### src/rtl/wbu_pkg.sv
// Shared definitions for the writeback stage: source encodings, load formats, FIFO entry.
package wbu_pkg;

  localparam int unsigned WB_XLEN  = 32;
  localparam int unsigned WB_RADDR = 5;

  // Result source encoding on in_src
  localparam int unsigned SRC_ALU = 0;
  localparam int unsigned SRC_LSU = 1;
  localparam int unsigned SRC_CSR = 2;
  localparam int unsigned SRC_PC4 = 3;

  // Load format codes (funct3)
  localparam logic [2:0] LD_LB  = 3'b000;
  localparam logic [2:0] LD_LH  = 3'b001;
  localparam logic [2:0] LD_LW  = 3'b010;
  localparam logic [2:0] LD_LBU = 3'b100;
  localparam logic [2:0] LD_LHU = 3'b101;

  // One buffered writeback: data is already selected and formatted
  typedef struct packed {
    logic                wen;
    logic [WB_RADDR-1:0] rd;
    logic [WB_XLEN-1:0]  data;
    logic [WB_XLEN-1:0]  pc;
  } wb_entry_t;

endpackage

### src/rtl/wbu_load_fmt.sv
// Load data formatter: extracts byte/half at the given offset and extends per funct3.
module wbu_load_fmt
  import wbu_pkg::*;
#(
  parameter int unsigned XLEN = 32
) (
  input  logic [XLEN-1:0] word_i,
  input  logic [1:0]      addr_lo_i,
  input  logic [2:0]      fmt_i,
  output logic [XLEN-1:0] data_o
);

  logic [7:0]  byte_c;
  logic [15:0] half_c;

  // Lane extraction then sign/zero extension; unknown codes pass the raw word
  always_comb begin
    byte_c = 8'(word_i >> {addr_lo_i, 3'b000});
    half_c = 16'(word_i >> {addr_lo_i[1], 4'b0000});
    data_o = word_i;
    case (fmt_i)
      LD_LB:   data_o = {{(XLEN-8){byte_c[7]}}, byte_c};
      LD_LH:   data_o = {{(XLEN-16){half_c[15]}}, half_c};
      LD_LW:   data_o = word_i;
      LD_LBU:  data_o = {{(XLEN-8){1'b0}}, byte_c};
      LD_LHU:  data_o = {{(XLEN-16){1'b0}}, half_c};
      default: data_o = word_i;
    endcase
  end

endmodule

### src/rtl/wbu_pipe.sv
// Writeback stage: buffers completed instructions in a small FIFO, drives the GPR write
// port from the head entry and counts retired instructions for the trace path.
module wbu_pipe
  import wbu_pkg::*;
#(
  parameter int unsigned XLEN  = 32,
  parameter int unsigned NSRC  = 4,
  parameter int unsigned DEPTH = 2,
  parameter int unsigned RADDR = 5,
  parameter int unsigned CNT_W = 32,
  localparam int unsigned SRC_W = (NSRC > 1) ? $clog2(NSRC) : 1
) (
  input  logic                 clk,
  input  logic                 rst,
  input  logic                 in_valid,
  output logic                 in_ready,
  input  logic [SRC_W-1:0]     in_src,
  input  logic                 in_wen,
  input  logic [RADDR-1:0]     in_rd,
  input  logic [2:0]           in_ld_fmt,
  input  logic [1:0]           in_addr_lo,
  input  logic [NSRC*XLEN-1:0] in_data,
  input  logic [XLEN-1:0]      in_pc,
  output logic                 out_valid,
  input  logic                 out_ready,
  output logic                 rf_wen,
  output logic [RADDR-1:0]     rf_waddr,
  output logic [XLEN-1:0]      rf_wdata,
  output logic [XLEN-1:0]      commit_pc,
  output logic [CNT_W-1:0]     commit_cnt
);

  localparam int unsigned PTR_W = (DEPTH > 1) ? $clog2(DEPTH) : 1;
  localparam int unsigned OCC_W = $clog2(DEPTH) + 1;

  wb_entry_t        mem_q [DEPTH];
  logic [PTR_W-1:0] wr_ptr_q, wr_ptr_d;
  logic [PTR_W-1:0] rd_ptr_q, rd_ptr_d;
  logic [OCC_W-1:0] count_q, count_d;
  logic [CNT_W-1:0] cnt_q, cnt_d;
  wb_entry_t        last_q, last_d;

  logic [XLEN-1:0]  src_word_c;
  logic [XLEN-1:0]  fmt_word_c;
  logic [XLEN-1:0]  wb_data_c;
  wb_entry_t        entry_c;
  wb_entry_t        head_c;
  wb_entry_t        show_c;
  logic             push_c;
  logic             pop_c;

  function automatic logic [PTR_W-1:0] ptr_inc(input logic [PTR_W-1:0] p);
    return (32'(p) == DEPTH - 1) ? '0 : p + PTR_W'(1);
  endfunction

  // Source select; codes beyond NSRC fall through to zero
  always_comb begin
    src_word_c = '0;
    for (int unsigned k = 0; k < NSRC; k++) begin
      if (32'(in_src) == k) src_word_c = in_data[k*XLEN +: XLEN];
    end
  end

  wbu_load_fmt #(.XLEN(XLEN)) u_load_fmt (
    .word_i    (src_word_c),
    .addr_lo_i (in_addr_lo),
    .fmt_i     (in_ld_fmt),
    .data_o    (fmt_word_c)
  );

  // Entry as stored: result formatted before it enters the FIFO
  always_comb begin
    wb_data_c     = (in_src == SRC_W'(SRC_LSU)) ? fmt_word_c : src_word_c;
    entry_c.wen   = in_wen;
    entry_c.rd    = WB_RADDR'(in_rd);
    entry_c.data  = WB_XLEN'(wb_data_c);
    entry_c.pc    = WB_XLEN'(in_pc);
  end

  // Handshakes; reset cycle suppresses commits so no GPR write slips through
  assign in_ready  = (count_q != OCC_W'(DEPTH));
  assign out_valid = (count_q != '0) && !rst;
  assign push_c    = in_valid && in_ready && !rst;
  assign pop_c     = out_valid && out_ready;
  assign head_c    = mem_q[rd_ptr_q];
  assign show_c    = out_valid ? head_c : last_q;

  assign rf_wen     = pop_c && head_c.wen && (head_c.rd != '0);
  assign rf_waddr   = RADDR'(show_c.rd);
  assign rf_wdata   = XLEN'(show_c.data);
  assign commit_pc  = XLEN'(show_c.pc);
  assign commit_cnt = cnt_q;

  // Next-state for pointers, occupancy, commit counter and last-shown entry
  always_comb begin
    wr_ptr_d = wr_ptr_q;
    rd_ptr_d = rd_ptr_q;
    count_d  = count_q;
    cnt_d    = cnt_q;
    last_d   = last_q;
    if (push_c) wr_ptr_d = ptr_inc(wr_ptr_q);
    if (pop_c) begin
      rd_ptr_d = ptr_inc(rd_ptr_q);
      cnt_d    = cnt_q + CNT_W'(1);
      last_d   = head_c;
    end
    case ({push_c, pop_c})
      2'b10:   count_d = count_q + OCC_W'(1);
      2'b01:   count_d = count_q - OCC_W'(1);
      default: count_d = count_q;
    endcase
  end

  // Control state with synchronous reset
  always_ff @(posedge clk) begin
    if (rst) begin
      wr_ptr_q <= '0;
      rd_ptr_q <= '0;
      count_q  <= '0;
      cnt_q    <= '0;
      last_q   <= '0;
    end else begin
      wr_ptr_q <= wr_ptr_d;
      rd_ptr_q <= rd_ptr_d;
      count_q  <= count_d;
      cnt_q    <= cnt_d;
      last_q   <= last_d;
    end
  end

  // FIFO storage; contents are don't-care while empty so no reset needed
  always_ff @(posedge clk) begin
    if (push_c) mem_q[wr_ptr_q] <= entry_c;
  end

endmodule
### config.mk
export PLATFORM = sky130hd
export DESIGN_NAME = wbu_pipe
export DESIGN_NICKNAME = d
export VERILOG_FILES = /design/src/rtl/wbu_pkg.sv /design/src/rtl/wbu_load_fmt.sv /design/src/rtl/wbu_pipe.sv
export SDC_FILE = /design/constraint.sdc
export NUM_CORES = 1
export LEC_CHECK = 0
export CAP_MARGIN = 40
export CORE_ASPECT_RATIO = 0.8
export CORE_MARGIN = 2
export CORE_UTILIZATION = 25
export CTS_BUF_LIST = sky130_fd_sc_hd__clkbuf_4 sky130_fd_sc_hd__clkbuf_8 sky130_fd_sc_hd__clkbuf_16
export DETAILED_ROUTE_END_ITERATION = 10
export SLEW_MARGIN = 20
export SYNTH_ARGS = -nofsm -noshare
export SYNTH_HDL_FRONTEND = slang
export SYNTH_SLANG_ARGS = --single-unit
### constraint.sdc
create_clock -name clk -period 4.7 [get_ports clk]
set_clock_uncertainty 0.15 [all_clocks]
set_input_delay 0.47 -clock clk [delete_from_list [all_inputs] [get_ports clk]]
set_output_delay 0.47 -clock clk [all_outputs]
set_load 0.02 [all_outputs]
==> results of run 1 <==
registers in the layout, indices dropped and copies added (netlist names), named ones only:
register    flops
count_q         2
last_q         69
wr_ptr_q        1
rd_ptr_q        1
commit_cnt     32
mem_q         140
worst max-delay path, stage by stage (launching register included):
cell and delay, ps:
sky130_fd_sc_hd__dfxtp_4 830, sky130_fd_sc_hd__buf_12 340, sky130_fd_sc_hd__mux2i_1 390, sky130_fd_sc_hd__o21ai_1 120, sky130_fd_sc_hd__clkdlybuf4s50_1 560
stage by stage:
step | cell area, um2 | power, mW
3_3_place_gp | 14710 | 3.496
5_1_grt | 15770 | 6.007
3_5_place_dp | 14730 | 3.512
2_1_floorplan | 11320 | 3.017
6_report | 15770 | 5.776
4_1_cts | 15710 | 5.841
metal layers:
| metal | part of all wire [%] | vias up | GRT usage, % |
|---|---|---|---|
| li1 | - | 4191 | - |
| met1 | 43 | 4152 | 17.94 |
| met2 | 46 | 356 | 22.52 |
| met3 | 7.4 | 59 | 3.010 |
| met4 | 3.1 | 4 | 4.138 |
| met5 | 0.072 | - | 0 |
cells in the mapped netlist (4+ instances only):
library cell	instances	area share, %
sky130_fd_sc_hd__a211oi_1	14	0.93
sky130_fd_sc_hd__a21oi_1	16	0.71
sky130_fd_sc_hd__a221oi_1	6	0.46
sky130_fd_sc_hd__and4_1	4	0.31
sky130_fd_sc_hd__buf_1	13	0.43
sky130_fd_sc_hd__buf_2	12	0.53
sky130_fd_sc_hd__clkbuf_1	47	1.6
sky130_fd_sc_hd__dfxtp_1	106	19
sky130_fd_sc_hd__edfxtp_1	140	37
sky130_fd_sc_hd__inv_1	8	0.27
sky130_fd_sc_hd__mux2i_1	75	6.6
sky130_fd_sc_hd__mux4_2	35	7.0
sky130_fd_sc_hd__nand2_1	127	4.2
sky130_fd_sc_hd__nand3_1	9	0.40
sky130_fd_sc_hd__nand3b_1	68	4.5
sky130_fd_sc_hd__nand4_1	7	0.39
sky130_fd_sc_hd__nor2_1	52	1.7
sky130_fd_sc_hd__nor3_1	16	0.71
sky130_fd_sc_hd__nor4_1	8	0.44
sky130_fd_sc_hd__o21ai_0	93	4.1
sky130_fd_sc_hd__o21ai_1	57	2.5
sky130_fd_sc_hd__o22ai_1	7	0.39
sky130_fd_sc_hd__or3_1	7	0.39
sky130_fd_sc_hd__xnor2_1	28	2.2
sky130_fd_sc_hd__xor2_1	4	0.31
worst min-delay path by stage:
stage	startpoint	end	slack (ps)
floorplan	last_q[0]	last_q[0]	310
global placement	last_q[59]	last_q[59]	320
detailed placement	last_q[15]	last_q[15]	320
CTS	in_pc[20]	mem_q[0][20]	320
global route	in_pc[3]	mem_q[0][3]	330
finish	last_q[15]	last_q[15]	330
cell families (layout without fill, tap and decap cells):
kind of cell / Yosys count / after routing / share of synthesized area (%)
AO/OA/AOI/OAI: 203 / 203 / 10.08
XOR/XNOR: 32 / 32 / 2.475
adder cells (fa/ha/maj): 2 / 2 / 0.2209
buffers and inverters: 88 / 360 / 3.215
flip-flops: 246 / 246 / 55.86
multiplexers: 110 / 110 / 13.59
AND/OR/NAND/NOR: 318 / 318 / 14.56
power by group:
group | switching (mW) | internal (mW) | total [mW] | leakage, nW
Sequential | 0.0593 | 2.41 | 2.46 | 2.15
Combinational | 0.535 | 0.470 | 1.00 | 2.42
Clock | 0.908 | 1.40 | 2.31 | 0.482
area by class of cell:
cell class | count | area, um2
clock buffer | 32 | 730.7
clock inverter | 20 | 252.7
fill | 4478 | 28780
inverter | 12 | 45.04
multi-input combinational | 665 | 4657
sequential | 246 | 6330
tap | 603 | 754.5
timing repair buffer | 296 | 2995
==> out/results.md, run 1 <==
| Result | Value |
|:---|:---|
| Drt via density | 4.676 |
| Fin Setup TNS | 0 ps |
| GP Congestion | 0.8322 |
| Gate count after technology mapping | 999 |
| Filler-free cell count of the finished design | 1,874 |
| Average routed wire per standard cell | 17.86 um |
| Worst supply voltage drop on vdd | 0.0002875 V |
| Die boundary height | 194.4 um |
| Critical Path Fanout Max | 41 |
| Post-synthesis average cell area | 11.34 um2 |
| TritonCTS buffer count | 28 |
| I/O pins | 281 |
| Proportion of synthesized chip area in sequential cells | 55.86% |
| Global-route wire length before repair | 50.51 mm |
| Clock slew at reported path FFs | 60 ps |
| Number of vias after detailed routing | 8,762 |
| Number of enable-type register cells in the synthesized netlist | 140 |
| Syn_nets | 1,178 |
| Vias in the first global route | 8,583 |
| Horizontal extent of the die | 242.0 um |
| Initial DRC Count | 613 |
| Leakage | 5.053 nW |
| Setup slack after placement | 1373 ps |
| Post-layout net count | 1,428 |
| Most used flip-flop cell after synthesis | sky130_fd_sc_hd__edfxtp_1 |
| FF-to-FF End | count_q[1] |
| Hold Path Depth | 2 |
| Number of DRC violations after detailed routing | 0 |
| Fmax | 292.1 MHz |
| Max_slew headroom | 47.31% |
| Hold Violations, Final | 0 |
| Number of warnings reported in the yosys synthesis log | 0 |
| Maximum root-to-sink buffer count | 3 |
| TritonCTS clock tree | yes |
| Share of cells above drive strength 1 | 9.284% |
| Startpoint kind of the worst setup timing path | flip-flop |
| Worst skew pair latency | 550 ps |
| Post-Route Hold Slack | 331.1 ps |
| # port buffers | 280 |
| Total routing usage reported by global routing | 13.66% |
| Overflow left after global routing | 0 |
| Pin count of the biggest net entering global routing | 91 |
| Share of synthesized registers carrying an async set or reset | 0% |
| Arrival @ worst endpoint | 2800 ps |
| Utilization of the core after routing | 35.39% |
| Logic depth of the worst register-to-register path | 7 |
| Total routed wirelength | 33.48 mm |
| Number of buffers added to fix hold violations after cts | 0 |
| Diode insertion count for antenna repair | 0 |
| Setup-violating endpoint count in the final report | 0 |
| Required time worst endpoint | 4080 ps |
| Area enclosed by the die boundary | 0.04703 mm2 |
| Post-cts repair resize count | 0 |
| Area growth, synth to finish | 39.21% |
| Slew at the pin closest to its max-slew limit | 790.4 ps |
| Cell variety after synth | 50 |
| Antenna Violating Nets Remaining | 0 |
| Worst reg2reg path startpoint | count_q[1] |
| Postcts setup bufs | 0 |
| Share of the cycle needed by the critical path after routing | 72.85% |
| Unrepaired setup endpoints after global routing | no |
| Max-cap check violation count | 0 |
| Worst reg-to-reg setup slack | 2340 ps |
| Status | finished, final reports clean |
| Placement row count | 69 |
| Period minus WS final | 3424 ps |
| Post-synthesis instance area | 0.01132 mm2 |
| Power density over the cells | 366.4 mW/mm2 |
| Maximum level of the CTS H-tree | 1 |
| Number of storage elements in the synthesis netlist | 246 |
| CTS Root Cell | sky130_fd_sc_hd__clkbuf_16 |
| Path type of the worst min-delay path | reg2reg |
| Worst setup slack after layout | 1276 ps |
| DRT Pass-1 Iters | 5 |
| Sum of net half-perimeters after detailed placement | 23.97 mm |
| DP Cell Count | 1,820 |
| Number of antenna violations at the first check in global routing | 2 |
| Kind of capture point of the worst setup path | output port |
| Core area | 0.04455 mm2 |
| End point of the critical path | commit_pc[5] |
| Slew Viols, Final | 0 |
| Initial core utilization | 25.42% |
| Leading cell types in the layout, fill and taps excluded | 277 x sky130_fd_sc_hd__clkdlybuf4s50_1, 140 x sky130_fd_sc_hd__edfxtp_1, 126 x sky130_fd_sc_hd__nand2_1 |
| Sink count of the clock tree | 246 |
| Category of the most critical setup path | reg2out |
| Leading cell type in the layout, fill and taps excluded | sky130_fd_sc_hd__clkdlybuf4s50_1 |
No activity file was read; power rests on OpenSTA's default activity.
==> run 2, diff against run 1 <==
Clock period 4.7 ns to 2.82 ns, I/O delays scaled along.
==> out/results.md, run 2 (synthesis gave the netlist of run 1 again) <==
| Result | Value | Delta |
|:---|:---|:---|
| Power share of the sequential group | 43.4% | +0.7 points |
| Library cell contributing the largest single delay on the critical path | sky130_fd_sc_hd__clkdlybuf4s50_1 |  |
| I/O pins | 281 | unchanged |
| Drt via density | 4.688 | +0.26% |
| Layout filler cell count | 4,398 | -1.8% |
| Largest incremental delay on the critical path | 670 ps | -160 ps |
| FF-to-FF End | count_q[1] |  |
| Post-layout net count | 1,445 | +1.2% |
| Area growth, synth to finish | 41.03% |  |
| Number of vias after detailed routing | 8,883 | +1.4% |
| Vias in the first global route | 8,613 | +0.35% |
| Period minus WS final | 2733 ps |  |
| TritonCTS clock tree | yes |  |
| Fraction of power spent switching nets | 26.58% | +0.57 points |
| Maximum level of the CTS H-tree | 1 | unchanged |
| Clock slew at reported path FFs | 60 ps | about the same |
| Postcts setup bufs | 0 | unchanged |
| Antenna Violating Nets Remaining | 0 | unchanged |
| Area enclosed by the die boundary | 0.04703 mm2 | unchanged |
| Horizontal extent of the die | 242.0 um | unchanged |
| Number of DRC violations after detailed routing | 0 | unchanged |
| DP Cell Count | 1,838 | +0.99% |
| Top register by number of flip-flops | mem_q |  |
| Logic depth of the worst register-to-register path | 8 | +1 |
| End point of the critical path | rf_wdata[5] |  |
| Die boundary height | 194.4 um | unchanged |
| Required time worst endpoint | 2390 ps | -1690 ps |
| GP Congestion | 0.7904 | -5.0% |
| Worst skew pair latency | 540 ps | about the same |
| Internal Dissipation | 6.898 mW | +61% |
| Arrival @ worst endpoint | 2300 ps | -500 ps |
| NetSw | 2.498 mW | +66% |
| Leading cell types in the layout, fill and taps excluded | 221 x sky130_fd_sc_hd__clkdlybuf4s50_1, 140 x sky130_fd_sc_hd__edfxtp_1, 126 x sky130_fd_sc_hd__nand2_1 |  |
| Relative contribution of combinational cells to total power | 18.6% | +1.2 points |
| Kind of capture point of the worst setup path | output port |  |
| Total routed wirelength | 33.76 mm | +0.84% |
| Number of buffers added to fix hold violations after cts | 0 | unchanged |
| Number of antenna violations at the first check in global routing | 3 | +1 |
| Fmax | 365.9 MHz |  |
| Worst reg-to-reg setup slack | 540 ps | -1800 ps |
| Leakage | 5.670 nW | +12% |
| Series of cell instances along the critical path | o21bai_4 -> bufbuf_16 -> o21ai_1 -> clkdlybuf4s50_1 |  |
| # port buffers | 280 | unchanged |
| Total routing usage reported by global routing | 13.83% | +0.17 points |
| TritonCTS buffer count | 28 | unchanged |
| Share of cells above drive strength 1 | 11.26% | +2.0 points |
| Initial DRC Count | 475 | -23% |
| Worst supply voltage drop on vdd | 0.0004434 V | +54% |
| Fin Setup TNS | 0 ps | unchanged |
| DRT Pass-1 Iters | 5 | unchanged |
| Pin count of the biggest net entering global routing | 130 | +43% |
| Overflow left after global routing | 0 | unchanged |
| Category of the most critical setup path | reg2out |  |
| Global-route wire length before repair | 50.65 mm | +0.27% |
| Maximum root-to-sink buffer count | 3 | unchanged |
| CTS Root Cell | sky130_fd_sc_hd__clkbuf_16 |  |
| Leading cell type in the layout, fill and taps excluded | sky130_fd_sc_hd__clkdlybuf4s50_1 |  |
| Core area | 0.04455 mm2 | unchanged |
| Sink count of the clock tree | 246 | unchanged |
| Max_slew headroom | 49.36% | +2.1 points |
| Power density over the cells | 588.3 mW/mm2 | +61% |
| Slew at the pin closest to its max-slew limit | 758.0 ps | -32.43 ps |
| Total Power Consumption | 9.396 mW | +63% |
| Slew Viols, Final | 0 | unchanged |
| Initial core utilization | 25.42% | unchanged |
| Average routed wire per standard cell | 17.81 um | -0.28% |
| Flip-flop count of the largest register after layout | 140 | unchanged |
| Hold Violations, Final | 0 | unchanged |
| Worst reg2reg path startpoint | count_q[0] |  |
| Critical Path Fanout Max | 31 | -24% |
| Startpoint of the worst setup timing path | count_q[0] |  |
| Clock network fraction of design power | 38.0% | -1.9 points |
| Path type of the worst min-delay path | in2reg |  |
| Share of the cycle needed by the critical path after routing | 96.91% |  |
| Max-cap check violation count | 0 | unchanged |
| Setup-violating endpoint count in the final report | 0 | unchanged |
| Filler-free cell count of the finished design | 1,895 | +1.1% |
| Unrepaired setup endpoints after global routing | no |  |
| Startpoint kind of the worst setup timing path | flip-flop |  |
| Status | finished, final reports clean |  |
| Placement row count | 69 | unchanged |
| Sum of net half-perimeters after detailed placement | 23.72 mm | -1.1% |
## run 2: cell count changes in the layout (fill, tap and decap cells not counted), moves of 4 or more
cell                              delta
sky130_fd_sc_hd__clkdlybuf4s50_1    -56
sky130_fd_sc_hd__buf_12             +11
sky130_fd_sc_hd__diode_2             +4
sky130_fd_sc_hd__dlygate4sd2_1      +24
sky130_fd_sc_hd__buf_4              +15
sky130_fd_sc_hd__dlymetal6s2s_1     +23
sky130_fd_sc_hd__bufinv_16           -4
## run 2: timing repair
action,in CTS,in global routing
setup endpoints to repair,19,24
resized for setup,28,24
gates cloned,1,0
## run 2: metal layers
| metal | track usage [%] | up-vias | wire length [um] |
|---|---|---|---|
| met3 | 3.397 | 39 | 2449 |
| met2 | 23.14 | 357 | 16220 |
| met4 | 3.589 | 0 | 622 |
| met1 | 17.90 | 4252 | 14470 |
| met5 | 0 | - | 0 |
| li1 | - | 4235 | - |
## run 2: how the worst min path moves through the flow
stage | from | cells past startpoint | to | slack [ps]
2_1_floorplan | in_pc[0] | 0 | mem_q[0][0] | 230
3_3_place_gp | last_q[54] | 2 | last_q[54] | 320
3_5_place_dp | last_q[25] | 2 | last_q[25] | 320
4_1_cts | rst | 3 | commit_cnt[30] | 110
5_1_grt | rst | 3 | commit_cnt[25] | 140
6_report | rst | 3 | commit_cnt[0] | 140
## run 2: worst max-delay path, delay by kind of cell, from the launching register on
kind,cells,cell delay (ps)
flops,1,440
compound gates,2,310
buf+inv,2,1010
## run 2: power by group through the flow
stage,Sequential (mW),Combinational (mW),Clock (mW)
2_1_floorplan,4.14,0.881,0
3_3_place_gp,4.15,1.77,0
3_5_place_dp,4.16,1.79,0
4_1_cts,4.08,1.79,3.70
5_1_grt,4.10,1.88,3.84
6_report,4.08,1.75,3.57
## run 2: layout make-up
cell class	count	area, um2	share of cell area (%)
Tap cell	603	754.5	4.724
Timing Repair Buffer	313	3261	20.42
Clock buffer	36	797.0	4.990
Clock inverter	16	113.9	0.7129
Multi-Input combinational cell	665	4661	29.18
Antenna cell	4	10.01	0.06267
Sequential cell	246	6330	39.63
Inverter	12	45.04	0.2820
## run 2: metrics by stage
step	utilization (%)	setup slack, ps	area (um2)	hold WS (ps)
2_1_floorplan	-	-507.6	11330	230.9
3_3_place_gp	33.59	105.8	14960	318.4
3_5_place_dp	33.65	48.59	14990	318.5
4_1_cts	35.71	-16.57	15910	109.4
5_1_grt	35.85	6.859	15970	136.4
6_report	35.85	87.07	15970	140.6
